===== config.mk =====
export PLATFORM = sky130hd
export DESIGN_NAME = usb_token_tx
export DESIGN_NICKNAME = d
export VERILOG_FILES = /design/src/rtl/usb_pkg.sv /design/src/rtl/piso_register.sv /design/src/rtl/usb_token_crc_ctl.sv /design/src/rtl/usb_token_tx.sv
export SDC_FILE = /design/constraint.sdc
export NUM_CORES = 1
export LEC_CHECK = 0
export ABC_AREA = 1
export ABC_CLOCK_PERIOD_IN_PS = 1630
export BUFFER_PORTS_ARGS = -buffer_cell sky130_fd_sc_hd__buf_2
export CORE_ASPECT_RATIO = 0.5
export CORE_MARGIN = 1
export CORE_UTILIZATION = 40
export DETAILED_ROUTE_END_ITERATION = 7
export PLACE_DENSITY_LB_ADDON = 0.08
export REMOVE_ABC_BUFFERS = 1
export SYNTH_ARGS = -nofsm -noshare
export SYNTH_HDL_FRONTEND = slang
export SYNTH_SLANG_ARGS = --single-unit
export TNS_END_PERCENT = 10

===== constraint.sdc =====
create_clock -name clk -period 1.63 [get_ports clk]
set_input_delay 0.163 -clock clk [delete_from_list [all_inputs] [get_ports clk]]
set_output_delay 0.163 -clock clk [all_outputs]
set_load 0.01 [all_outputs]

===== src/rtl/usb_pkg.sv =====
// ---------------------------------------------------------------------------
// usb_pkg
// Shared definitions for the USB token transmitter slice.
//   - Token PID codes (4-bit PID, the check nibble is generated in the TX path)
//   - Field lengths in bits for the PID, token and CRC5 fields
//   - State enums for the TX serialiser FSM and the CRC5 control FSM
// No ports (package only).
// ---------------------------------------------------------------------------
package usb_pkg;

  localparam logic [3:0] PID_OUT   = 4'b0001;
  localparam logic [3:0] PID_IN    = 4'b1001;
  localparam logic [3:0] PID_SOF   = 4'b0101;
  localparam logic [3:0] PID_SETUP = 4'b1101;

  localparam int PID_LEN   = 8;
  localparam int TOKEN_LEN = 11;
  localparam int CRC5_LEN  = 5;

  typedef enum logic [2:0] {
    TX_IDLE,
    TX_SYNC,
    TX_PID,
    TX_TOKEN,
    TX_WAIT_CRC,
    TX_CRC,
    TX_EOP
  } txState_t;

  typedef enum logic [2:0] {
    C_IDLE,
    C_START,
    C_FEED,
    C_CAPT,
    C_ACK
  } crcState_t;

endpackage


===== src/rtl/piso_register.sv =====
// ---------------------------------------------------------------------------
// piso_register
// Parallel-in / serial-out shift register, LSB first.
// Ports:
//   clk      system clock
//   rst      synchronous active-high reset (clears the register)
//   i_load   load i_data (has priority over i_shift)
//   i_data   parallel word to serialise
//   i_shift  shift one position towards bit 0
//   o_serial current serial bit (register bit 0)
// ---------------------------------------------------------------------------
module piso_register #(
  parameter int WIDTH = 8
) (
  input  logic             clk,
  input  logic             rst,
  input  logic             i_load,
  input  logic [WIDTH-1:0] i_data,
  input  logic             i_shift,
  output logic             o_serial
);

  logic [WIDTH-1:0] r_data;

  // Load wins over shift so a restart always begins from a clean word.
  always_ff @(posedge clk) begin
    if (rst) begin
      r_data <= '0;
    end else if (i_load) begin
      r_data <= i_data;
    end else if (i_shift) begin
      r_data <= {1'b0, r_data[WIDTH-1:1]};
    end
  end

  assign o_serial = r_data[0];

endmodule


===== src/rtl/usb_token_crc_ctl.sv =====
// ---------------------------------------------------------------------------
// usb_token_crc_ctl
// Drives the external crc5 engine for one token: start pulse, 11 serial
// field bits LSB first, captures the 5 returned CRC bits in arrival order
// and acknowledges the parked engine.
// Ports:
//   clk, rst      system clock, synchronous active-high reset
//   i_launch      restart the sequence (token accepted this cycle)
//   i_field       11-bit field to feed ({endp,addr} or frame)
//   o_crc5Start   one-cycle start pulse to the engine
//   o_crc5SIn     serial data bit to the engine
//   i_crc5Ready   engine CRC bit valid this cycle
//   i_crc5Out     engine CRC bit
//   i_crc5Done    engine parked, waiting for acknowledge
//   o_crc5Rec     one-cycle acknowledge to the engine
//   o_crcValid    all 5 CRC bits captured
//   o_crcBits     captured CRC, bit 0 = first bit that arrived
// ---------------------------------------------------------------------------
module usb_token_crc_ctl
  import usb_pkg::*;
(
  input  logic                 clk,
  input  logic                 rst,
  input  logic                 i_launch,
  input  logic [TOKEN_LEN-1:0] i_field,
  output logic                 o_crc5Start,
  output logic                 o_crc5SIn,
  input  logic                 i_crc5Ready,
  input  logic                 i_crc5Out,
  input  logic                 i_crc5Done,
  output logic                 o_crc5Rec,
  output logic                 o_crcValid,
  output logic [CRC5_LEN-1:0]  o_crcBits
);

  localparam logic [3:0] FEED_LAST = 4'(TOKEN_LEN - 1);
  localparam logic [3:0] CAPT_LAST = 4'(CRC5_LEN - 1);

  crcState_t           r_state;
  crcState_t           w_stateNext;
  logic [3:0]          r_cnt;
  logic [3:0]          w_cntNext;
  logic                w_shift;
  logic                w_capture;
  logic                w_serial;
  logic                r_crcValid;
  logic [CRC5_LEN-1:0] r_crcBits;

  piso_register #(.WIDTH(TOKEN_LEN)) u_fieldPiso (
    .clk      (clk),
    .rst      (rst),
    .i_load   (i_launch),
    .i_data   (i_field),
    .i_shift  (w_shift),
    .o_serial (w_serial)
  );

  always_ff @(posedge clk) begin
    if (rst) begin
      r_state <= C_IDLE;
      r_cnt   <= '0;
    end else begin
      r_state <= w_stateNext;
      r_cnt   <= w_cntNext;
    end
  end

  // The engine cannot be stalled, so feed and capture advance every cycle
  // regardless of what the TX side is doing. A launch restarts from any state.
  always_comb begin
    w_stateNext = r_state;
    w_cntNext   = r_cnt;
    w_shift     = 1'b0;
    w_capture   = 1'b0;
    o_crc5Start = 1'b0;
    o_crc5SIn   = 1'b0;
    o_crc5Rec   = 1'b0;
    case (r_state)
      C_IDLE: ;
      C_START: begin
        o_crc5Start = 1'b1;
        w_stateNext = C_FEED;
        w_cntNext   = '0;
      end
      C_FEED: begin
        o_crc5SIn = w_serial;
        w_shift   = 1'b1;
        if (r_cnt == FEED_LAST) begin
          w_stateNext = C_CAPT;
          w_cntNext   = '0;
        end else begin
          w_cntNext = r_cnt + 4'd1;
        end
      end
      C_CAPT: begin
        if (i_crc5Ready) begin
          w_capture = 1'b1;
          if (r_cnt == CAPT_LAST) begin
            w_stateNext = C_ACK;
            w_cntNext   = '0;
          end else begin
            w_cntNext = r_cnt + 4'd1;
          end
        end
      end
      C_ACK: begin
        if (r_crcValid && i_crc5Done) begin
          o_crc5Rec   = 1'b1;
          w_stateNext = C_IDLE;
        end
      end
      default: w_stateNext = C_IDLE;
    endcase
    if (i_launch) begin
      w_stateNext = C_START;
      w_cntNext   = '0;
    end
  end

  // Bits shift in from the top so after five captures bit 0 holds the
  // first arrival, which is also the first bit the TX side sends.
  always_ff @(posedge clk) begin
    if (rst) begin
      r_crcBits  <= '0;
      r_crcValid <= 1'b0;
    end else if (i_launch) begin
      r_crcBits  <= '0;
      r_crcValid <= 1'b0;
    end else if (w_capture) begin
      r_crcBits <= {i_crc5Out, r_crcBits[CRC5_LEN-1:1]};
      if (r_cnt == CAPT_LAST) begin
        r_crcValid <= 1'b1;
      end
    end
  end

  assign o_crcValid = r_crcValid;
  assign o_crcBits  = r_crcBits;

endmodule


===== src/rtl/usb_token_tx.sv =====
// ---------------------------------------------------------------------------
// usb_token_tx
// USB token packet assembler. Latches PID/address/endpoint on start, runs
// the crc5 engine through usb_token_crc_ctl and serialises
// SYNC, PID, ~PID, ADDR, ENDP, CRC5 one bit per accepted cycle, then EOP.
// Optional feature macro: USB_TOKEN_SOF_EN adds sof/frame inputs; with
// sof=1 at accept the token field is frame[10:0] and the PID is SOF.
// Ports:
//   clk, rst        system clock, synchronous active-high reset
//   start           transmit request, only honoured while idle
//   pid, addr, endp token PID, device address, endpoint
//   sof, frame      (USB_TOKEN_SOF_EN only) SOF select and frame number
//   busy            packet in progress
//   done            one-cycle pulse when the EOP is accepted
//   crc5_*          handshake with the external crc5 engine
//   bit_out         serial token bit, bit_valid qualifies it
//   bit_stall       downstream stall; bit taken when bit_valid && !bit_stall
//   eop             end-of-packet request, held until !bit_stall
// ---------------------------------------------------------------------------
module usb_token_tx
  import usb_pkg::*;
#(
  parameter logic [7:0] SYNC_PATTERN = 8'h80,
  parameter int         SYNC_LEN     = 8
) (
  input  logic        clk,
  input  logic        rst,
  input  logic        start,
  input  logic [3:0]  pid,
  input  logic [6:0]  addr,
  input  logic [3:0]  endp,
`ifdef USB_TOKEN_SOF_EN
  input  logic        sof,
  input  logic [10:0] frame,
`endif
  output logic        busy,
  output logic        done,
  output logic        crc5_start,
  output logic        crc5_s_in,
  input  logic        crc5_ready,
  input  logic        crc5_out,
  input  logic        crc5_done,
  output logic        crc5_rec,
  output logic        bit_out,
  output logic        bit_valid,
  input  logic        bit_stall,
  output logic        eop
);

  // A shortened SYNC keeps the tail of the pattern so the field still ends
  // on the pattern's final (MSB) bit.
  localparam logic [2:0] SYNC_FIRST = 3'(8 - SYNC_LEN);
  localparam logic [3:0] SYNC_LAST  = 4'(SYNC_LEN - 1);
  localparam logic [3:0] PID_LAST   = 4'(PID_LEN - 1);
  localparam logic [3:0] TOKEN_LAST = 4'(TOKEN_LEN - 1);
  localparam logic [3:0] CRC_LAST   = 4'(CRC5_LEN - 1);

  txState_t             r_state;
  txState_t             w_stateNext;
  logic [3:0]           r_bitCnt;
  logic [3:0]           w_cntNext;
  logic [3:0]           r_pid;
  logic [TOKEN_LEN-1:0] r_token;
  logic                 w_accept;
  logic [3:0]           w_pidSel;
  logic [TOKEN_LEN-1:0] w_field;
  logic [2:0]           w_syncIdx;
  logic                 w_crcValid;
  logic [CRC5_LEN-1:0]  w_crcBits;

`ifdef USB_TOKEN_SOF_EN
  assign w_pidSel = sof ? PID_SOF : pid;
  assign w_field  = sof ? frame : {endp, addr};
`else
  assign w_pidSel = pid;
  assign w_field  = {endp, addr};
`endif

  assign w_accept  = (r_state == TX_IDLE) && start;
  assign w_syncIdx = r_bitCnt[2:0] + SYNC_FIRST;
  assign busy      = (r_state != TX_IDLE);

  usb_token_crc_ctl u_crcCtl (
    .clk         (clk),
    .rst         (rst),
    .i_launch    (w_accept),
    .i_field     (w_field),
    .o_crc5Start (crc5_start),
    .o_crc5SIn   (crc5_s_in),
    .i_crc5Ready (crc5_ready),
    .i_crc5Out   (crc5_out),
    .i_crc5Done  (crc5_done),
    .o_crc5Rec   (crc5_rec),
    .o_crcValid  (w_crcValid),
    .o_crcBits   (w_crcBits)
  );

  always_ff @(posedge clk) begin
    if (rst) begin
      r_state  <= TX_IDLE;
      r_bitCnt <= '0;
      r_pid    <= '0;
      r_token  <= '0;
    end else begin
      r_state  <= w_stateNext;
      r_bitCnt <= w_cntNext;
      if (w_accept) begin
        r_pid   <= w_pidSel;
        r_token <= w_field;
      end
    end
  end

  // The bit counter only moves on accepted bits, so a stall simply holds the
  // current bit on bit_out. The last TOKEN bit jumps straight to CRC when the
  // CRC is already captured, so WAIT_CRC costs no cycle in the common case.
  always_comb begin
    w_stateNext = r_state;
    w_cntNext   = r_bitCnt;
    bit_out     = 1'b0;
    bit_valid   = 1'b0;
    eop         = 1'b0;
    done        = 1'b0;
    case (r_state)
      TX_IDLE: begin
        if (start) begin
          w_stateNext = TX_SYNC;
          w_cntNext   = '0;
        end
      end
      TX_SYNC: begin
        bit_valid = 1'b1;
        bit_out   = SYNC_PATTERN[w_syncIdx];
        if (!bit_stall) begin
          if (r_bitCnt == SYNC_LAST) begin
            w_stateNext = TX_PID;
            w_cntNext   = '0;
          end else begin
            w_cntNext = r_bitCnt + 4'd1;
          end
        end
      end
      TX_PID: begin
        bit_valid = 1'b1;
        bit_out   = r_bitCnt[2] ? ~r_pid[r_bitCnt[1:0]] : r_pid[r_bitCnt[1:0]];
        if (!bit_stall) begin
          if (r_bitCnt == PID_LAST) begin
            w_stateNext = TX_TOKEN;
            w_cntNext   = '0;
          end else begin
            w_cntNext = r_bitCnt + 4'd1;
          end
        end
      end
      TX_TOKEN: begin
        bit_valid = 1'b1;
        bit_out   = r_token[r_bitCnt];
        if (!bit_stall) begin
          if (r_bitCnt == TOKEN_LAST) begin
            w_stateNext = w_crcValid ? TX_CRC : TX_WAIT_CRC;
            w_cntNext   = '0;
          end else begin
            w_cntNext = r_bitCnt + 4'd1;
          end
        end
      end
      TX_WAIT_CRC: begin
        if (w_crcValid) begin
          w_stateNext = TX_CRC;
          w_cntNext   = '0;
        end
      end
      TX_CRC: begin
        bit_valid = 1'b1;
        bit_out   = w_crcBits[r_bitCnt[2:0]];
        if (!bit_stall) begin
          if (r_bitCnt == CRC_LAST) begin
            w_stateNext = TX_EOP;
            w_cntNext   = '0;
          end else begin
            w_cntNext = r_bitCnt + 4'd1;
          end
        end
      end
      TX_EOP: begin
        eop = 1'b1;
        if (!bit_stall) begin
          done        = 1'b1;
          w_stateNext = TX_IDLE;
        end
      end
      default: w_stateNext = TX_IDLE;
    endcase
  end

endmodule


==> flow_summary.json, run 1 <==
{
  "status": "complete, but fails checks",
  "violations": "negative setup slack",
  "dp_hpwl_mm": 4.58,
  "critPathRequiredTime_ns": 1.47,
  "reg2reg_to": "r_state[1]$_SDFFE_PP0P_",
  "r2r_cells": 11,
  "hold_end": "r_pid[1]$_SDFFE_PP0P_",
  "clockRootBuffer": "clkbuf_16",
  "syn2layout_area_growth_pct": 21.6,
  "antenna_found_initial": 0,
  "seqPwrFrac_pct": 36.0,
  "die_h_um": 57.5,
  "power.density_nw_per_um2": 1500,
  "crit_path_start_kind": "flop",
  "drv_cap": 0,
  "async_flop_share_pct": 0,
  "crit_arrival_ns": 1.48,
  "diodes": 0,
  "setup_viol": 1,
  "ys_types": 31,
  "max_freq_ghz": 0.609,
  "viasPerCell": 5.05,
  "synthTopCellsByCount": "nand2_1, dfxtp_1, a21oi_1, inv_1, o21ai_0",
  "worst-path-max-fanout": 9,
  "worstHoldPathType": "input port to flop",
  "htreeDepth": 2,
  "io_buffers": 29,
  "worst-path-buf-inv": 2,
  "critPathKind": "flop to primary output",
  "wl_mm": 6.27,
  "yosysWarnings": 0,
  "core.rowCount": 19,
  "nets": 431,
  "drive_above_1_share_pct": 22.0,
  "grt_max_degree": 24,
  "overflow": 0,
  "internal_power_uw": 2650,
  "die-width_um": 113,
  "synth_area_leaders": "dfxtp_1, nand2_1, a21oi_1, o21ai_0, inv_1",
  "ios": 30,
  "hold_buffers": 0,
  "grtUsageTotal_pct": 21.2,
  "fin_ws_ns": -0.0120,
  "pwr-share-clk_pct": 22.3,
  "cp-end-kind": "primary output",
  "rrSetupSlack_ns": 0.02,
  "initial_core_util_pct": 43.1,
  "max_stage_delay_ns": 0.45,
  "skew_ns": 0.00390,
  "drtPass1Iterations": 4,
  "crit_family": "flip-flops",
  "critPathMostFrequentCell": "nand2_1",
  "ys_seq_area_share_pct": 38.2,
  "drtAntennaViolNets": 0,
  "grt_pass1_vias": 2282,
  "max_slew.worst_pin.slew_ns": 0.440,
  "cts_tree": "yes",
  "whs_path_depth": 3,
  "ys.flop_type": "dfxtp_1",
  "vias": 2407,
  "wl_per_cell_um": 13.1,
  "finalCritPeriodShare_pct": 101,
  "die-area_um2": 6490,
  "slew_headroom_pct": 70.5,
  "syn_area_um2": 2460,
  "clkLatencyLatePin_ns": 0.29,
  "avgSynthCellArea_um2": 6.80,
  "cts_buffers": 5,
  "finalHoldViolCount": 0,
  "hold_ws_ns": 0.0892,
  "leakagePower_uw": 0.00134,
  "cp_slowest_cell": "dfxtp_4",
  "yosys.area.top_type": "dfxtp_1",
  "clk_path_buf_depth": 2,
  "power.switching_uw": 1820,
  "drc": 0,
  "worstHoldStart": "pid[1]",
  "grt_pass1_wl_mm": 10.6,
  "rsz0062_at_grt": "yes",
  "clock-sinks": 47,
  "yosysMostFrequentCell": "nand2_1",
  "ir_drop_mv": 0.624,
  "dr.first_iter.drc_count": 100,
  "ys_ff_latch": 47,
  "path_clk_slew_ns": 0.06,
  "slew_violations": 0,
  "synthCells": 362,
  "netlist.area_leader.share_pct": 38.2,
  "final_util_pct": 52.4,
  "switching_share_pct": 40.7,
  "gp_congestion": 0.888,
  "comb_power_share_pct": 41.7,
  "synth_edf_count": 0,
  "reg2reg_from": "r_bitCnt[0]$_SDFFE_PP0N_",
  "min_period_ns": 1.64,
  "cp_cell_sequence": "inv_8, a21oi_2, o21ai_1, nand2_1, nand2_1, a21oi_1, nor2_1, nand2_1, buf_2",
  "coreArea_um2": 5710
}
==> cell usage in the layout (no fill, tap or decap), drive strengths merged <==
master    count
a211oi        2
nand4         4
nand3        31
buf          46
a22oi         1
o21bai        1
nor2         37
o22ai         6
nor3          3
o21ai        38
a211o         1
dfxtp        47
clkinvlp      1
ha            6
clkinv        1
clkbuf        6
nand2        90
inv          43
a21oi        40
==> through the flow <==
| step | instances | total power [µW] | setup TNS [ns] | setup WS [ns] | instance area (µm²) |
|---|---|---|---|---|---|
| after floorplan | 350 | 2770 | 0 | 0.109 | 2380 |
| after global placement | 467 | 3260 | 0 | 0.0770 | 2730 |
| after detailed placement | 467 | 3290 | 0 | 0.0121 | 2730 |
| after CTS | 475 | 4330 | -0.0360 | -0.0360 | 2890 |
| after global routing | 477 | 4820 | -0.368 | -0.125 | 2990 |
| final | 477 | 4480 | -0.0120 | -0.0120 | 2990 |
==> flip-flops by register name, summed over array words and instances (netlist names), named ones only <==
signal,cells
u_crcCtl.o_crcValid,1
r_state,3
u_crcCtl.r_state,3
r_bitCnt,4
u_crcCtl.o_crcBits,5
r_token,11
u_crcCtl.u_fieldPiso.r_data,11
u_crcCtl.r_cnt,4
r_pid,4
==> logic make-up (layout without fill, tap and decap cells) <==
logic type | after synthesis | count (layout) | synth area share (%)
AND/OR/NAND/NOR | 165 | 165 | 29.5
buffers and inverters | 55 | 97 | 9.96
AO/OA/AOI/OAI | 89 | 89 | 19.3
adder cells (fa/ha/maj) | 6 | 6 | 3.05
flip-flops | 47 | 47 | 38.2
==> worst max path at each step <==
stage,startpoint,endpoint,slack (ns),cells past startpoint
6_report,r_bitCnt[0]$_SDFFE_PP0N_,bit_out,-0.01,9
5_1_grt,r_bitCnt[1]$_SDFFE_PP0N_,bit_out,-0.12,10
4_1_cts,r_bitCnt[0]$_SDFFE_PP0N_,bit_out,-0.04,8
3_5_place_dp,r_bitCnt[0]$_SDFFE_PP0N_,flop,0.01,10
3_3_place_gp,r_state[0]$_SDFFE_PP0P_,r_bitCnt[0]$_SDFFE_PP0N_,0.08,9
2_1_floorplan,r_state[0]$_SDFFE_PP0P_,u_crcCtl.o_crcBits[0]$_SDFFE_PP0P_,0.11,8
==> area by class of cell <==
class | instances | area [µm²]
fill | 575 | 2710
clock inverter | 2 | 12.5
tap | 73 | 91.3
inverter | 43 | 176
timing repair buffer | 46 | 277
sequential | 47 | 952
clock buffer | 6 | 129
multi-input combinational | 260 | 1350
==> what timing repair did <==
item	4_1_cts	5_1_grt
resized for setup	11	27
endpoints found under the setup margin	2	10
buffers inserted	0	2
pin swaps	0	5
==> power groups by stage <==
stage               Combinational, µW  Sequential, µW  Clock (µW)
detailed placement               1710            1580           0
global route                     2100            1640        1080
floorplan                        1230            1540           0
CTS                              1740            1570        1020
finish                           1870            1610         999
global placement                 1690            1570           0
==> tightest hold or removal path: cells and delay by family <==
family                 cells  cell delay, ns
and+or+nand+nor            2            0.11
buffers and inverters      1            0.07
==> metal layers <==
| layer | global-route usage (%) | part of all wire [%] | routed length, µm | up-vias |
|---|---|---|---|---|
| li1 | - | - | - | 1272 |
| met1 | 29.4 | 53 | 3350 | 1069 |
| met2 | 31.7 | 40 | 2510 | 56 |
| met3 | 5.63 | 5.1 | 320 | 10 |
| met4 | 7.89 | 1.4 | 86 | 0 |
| met5 | 0 | 0 | 0 | - |
Note: power is estimated with default switching activity, not from simulation.
==> run 2: changes to the inputs <==
CTS_CLUSTER_SIZE = 40   (was unset)
RECOVER_POWER = 100   (was unset)
==> run 2 against run 1 <==
  * The flow still finishes with violations (negative setup slack)
  * Clock-buffer cell count stayed put
  * Clock power hardly changed
  * Combinational power hardly changed
  * Final cell count stayed put
  * Register-to-register slack hardly changed
  * Flip-flop and latch count stayed put
  * Final area is 0.29% lower
  * Non-clock buffer count stayed put
  * Worst hold slack better by 0.00084 ns
  * Routed wire length hardly changed
  * Sequential power hardly changed
  * Die area stayed put
  * Critical path type unchanged
==> flow_summary.json, run 2 (synthesis results as in run 1) <==
{
  "critPathKind": "flop to primary output",
  "finalHoldViolCount": 0,
  "hold_buffers": 0,
  "ios": 30,
  "pwr-share-clk_pct": 22.4,
  "placed_area_um2": 2730,
  "cp-end-kind": "primary output",
  "grt_pass1_wl_mm": 10.6,
  "rrSetupSlack_ns": 0.03,
  "htreeDepth": 2,
  "cts_tree": "yes",
  "hold_end": "r_pid[1]$_SDFFE_PP0P_",
  "setup_viol": 1,
  "dr.first_iter.drc_count": 108,
  "critPathRequiredTime_ns": 1.47,
  "drtAntennaViolNets": 0,
  "clkLatencyLatePin_ns": 0.29,
  "drc": 0,
  "initial_core_util_pct": 43.1,
  "clock-sinks": 47,
  "antenna_found_initial": 0,
  "drive_above_1_share_pct": 20.5,
  "slew_violations": 0,
  "path_clk_slew_ns": 0.06,
  "worstHoldPathType": "input port to flop",
  "drv_cap": 0,
  "grt_pass1_vias": 2282,
  "core.rowCount": 19,
  "crit_arrival_ns": 1.48,
  "final_common_cell": "nand2_1",
  "gp_congestion": 0.888,
  "final_util_pct": 52.3,
  "comb_power_share_pct": 41.6,
  "switching_share_pct": 40.8,
  "status": "complete, but fails checks",
  "rsz0062_at_grt": "yes",
  "skew_ns": 0.00400,
  "viasPerCell": 5.07,
  "die_h_um": 57.5,
  "whs_path_depth": 3,
  "drtPass1Iterations": 4,
  "worst-path-max-fanout": 9,
  "violations": "negative setup slack",
  "ir_drop_mv": 0.625,
  "wl_per_cell_um": 13.1,
  "power.density_nw_per_um2": 1500,
  "min_period_ns": 1.65,
  "coreArea_um2": 5710,
  "die-width_um": 113,
  "max_freq_ghz": 0.607,
  "wl_mm": 6.27,
  "vias": 2417,
  "syn2layout_area_growth_pct": 21.2,
  "finalCritPeriodShare_pct": 101,
  "io_buffers": 29,
  "worstHoldStart": "pid[1]",
  "internal_power_uw": 2640,
  "post-route-cell-area_um2": 2980,
  "slew_headroom_pct": 70.4,
  "clk_path_buf_depth": 2,
  "nFillCells": 579,
  "grt_max_degree": 24,
  "reg2reg_to": "r_state[1]$_SDFFE_PP0P_",
  "grtUsageTotal_pct": 21.2,
  "clockRootBuffer": "clkbuf_16",
  "die-area_um2": 6490,
  "max_slew.worst_pin.slew_ns": 0.441,
  "dp_hpwl_mm": 4.58,
  "seqPwrFrac_pct": 36.0,
  "overflow": 0,
  "diodes": 0,
  "final_cell_mix": "nand2_1, dfxtp_1, a21oi_1",
  "fin_ws_ns": -0.0170,
  "crit_path_start_kind": "flop",
  "setup_tns_ns": -0.0170,
  "reg2reg_from": "r_bitCnt[0]$_SDFFE_PP0N_",
  "r2r_cells": 11,
  "power.switching_uw": 1820,
  "leakagePower_uw": 0.00132,
  "nets": 431,
  "cts_buffers": 5
}
==> run 2: cell type report <==
| type | count | area [µm²] | area share, % |
|---|---|---|---|
| clock buffers | 6 | 129 | 4.32 |
| well taps | 73 | 91.3 | 3.06 |
| multi-input cells | 260 | 1350 | 45.3 |
| inverters | 43 | 176 | 5.91 |
| repair buffers | 46 | 270 | 9.06 |
| flip-flops and latches | 47 | 952 | 31.9 |
| clock inverters | 2 | 12.5 | 0.419 |
==> run 2: power by group through the flow <==
stage               registers, µW  logic (µW)  clock network, µW
floorplan                    1540        1230                  0
finish                       1610        1860               1000
global route                 1640        2090               1080
global placement             1570        1690                  0
detailed placement           1580        1710                  0
CTS                          1570        1740               1020
==> run 2: critical path, stage by stage (launching register included) <==
cell	delay (ns)
dfxtp_4	0.45
inv_8	0.06
a21oi_2	0.13
o21ai_1	0.09
nand2_1	0.06
nand2_1	0.04
a21oi_1	0.14
nor2_1	0.05
nand2_1	0.05
buf_2	0.12
==> run 2: worst max-delay path by stage <==
| stage | start | end | slack, ns | cells past startpoint |
|---|---|---|---|---|
| 2_1_floorplan | r_state[0]$_SDFFE_PP0P_ | u_crcCtl.o_crcBits[0]$_SDFFE_PP0P_ | 0.11 | 8 |
| 3_3_place_gp | r_state[0]$_SDFFE_PP0P_ | r_bitCnt[0]$_SDFFE_PP0N_ | 0.08 | 9 |
| 3_5_place_dp | r_bitCnt[0]$_SDFFE_PP0N_ | flop | 0.01 | 10 |
| 4_1_cts | r_bitCnt[0]$_SDFFE_PP0N_ | bit_out | -0.04 | 8 |
| 5_1_grt | r_bitCnt[1]$_SDFFE_PP0N_ | bit_out | -0.12 | 10 |
| 6_report | r_bitCnt[0]$_SDFFE_PP0N_ | bit_out | -0.02 | 9 |
==> run 2: through the flow <==
stage                     power [µW]  instances  hold slack (ns)  setup WS, ns
after floorplan                 2770        350            0.232         0.109
after global placement          3260        467            0.389        0.0770
after detailed placement        3290        467            0.390        0.0121
after CTS                       4330        475           0.0864       -0.0360
after global routing            4810        477           0.0951        -0.125
final                           4470        477           0.0900       -0.0170
==> run 2: what timing repair did <==
action | 4_1_cts | 5_1_grt
resized for setup | 11 | 27
setup buffers | 0 | 2
cloned | 0 | 0
setup endpoints to repair | 2 | 10
pin swaps | 0 | 5
==> run 2: layer usage <==
metal	track usage, %	up-vias	wire length [µm]
li1	-	1272	-
met1	29.4	1084	3350
met2	31.7	53	2530
met3	5.63	8	315
met4	7.89	0	77
met5	0	-	0
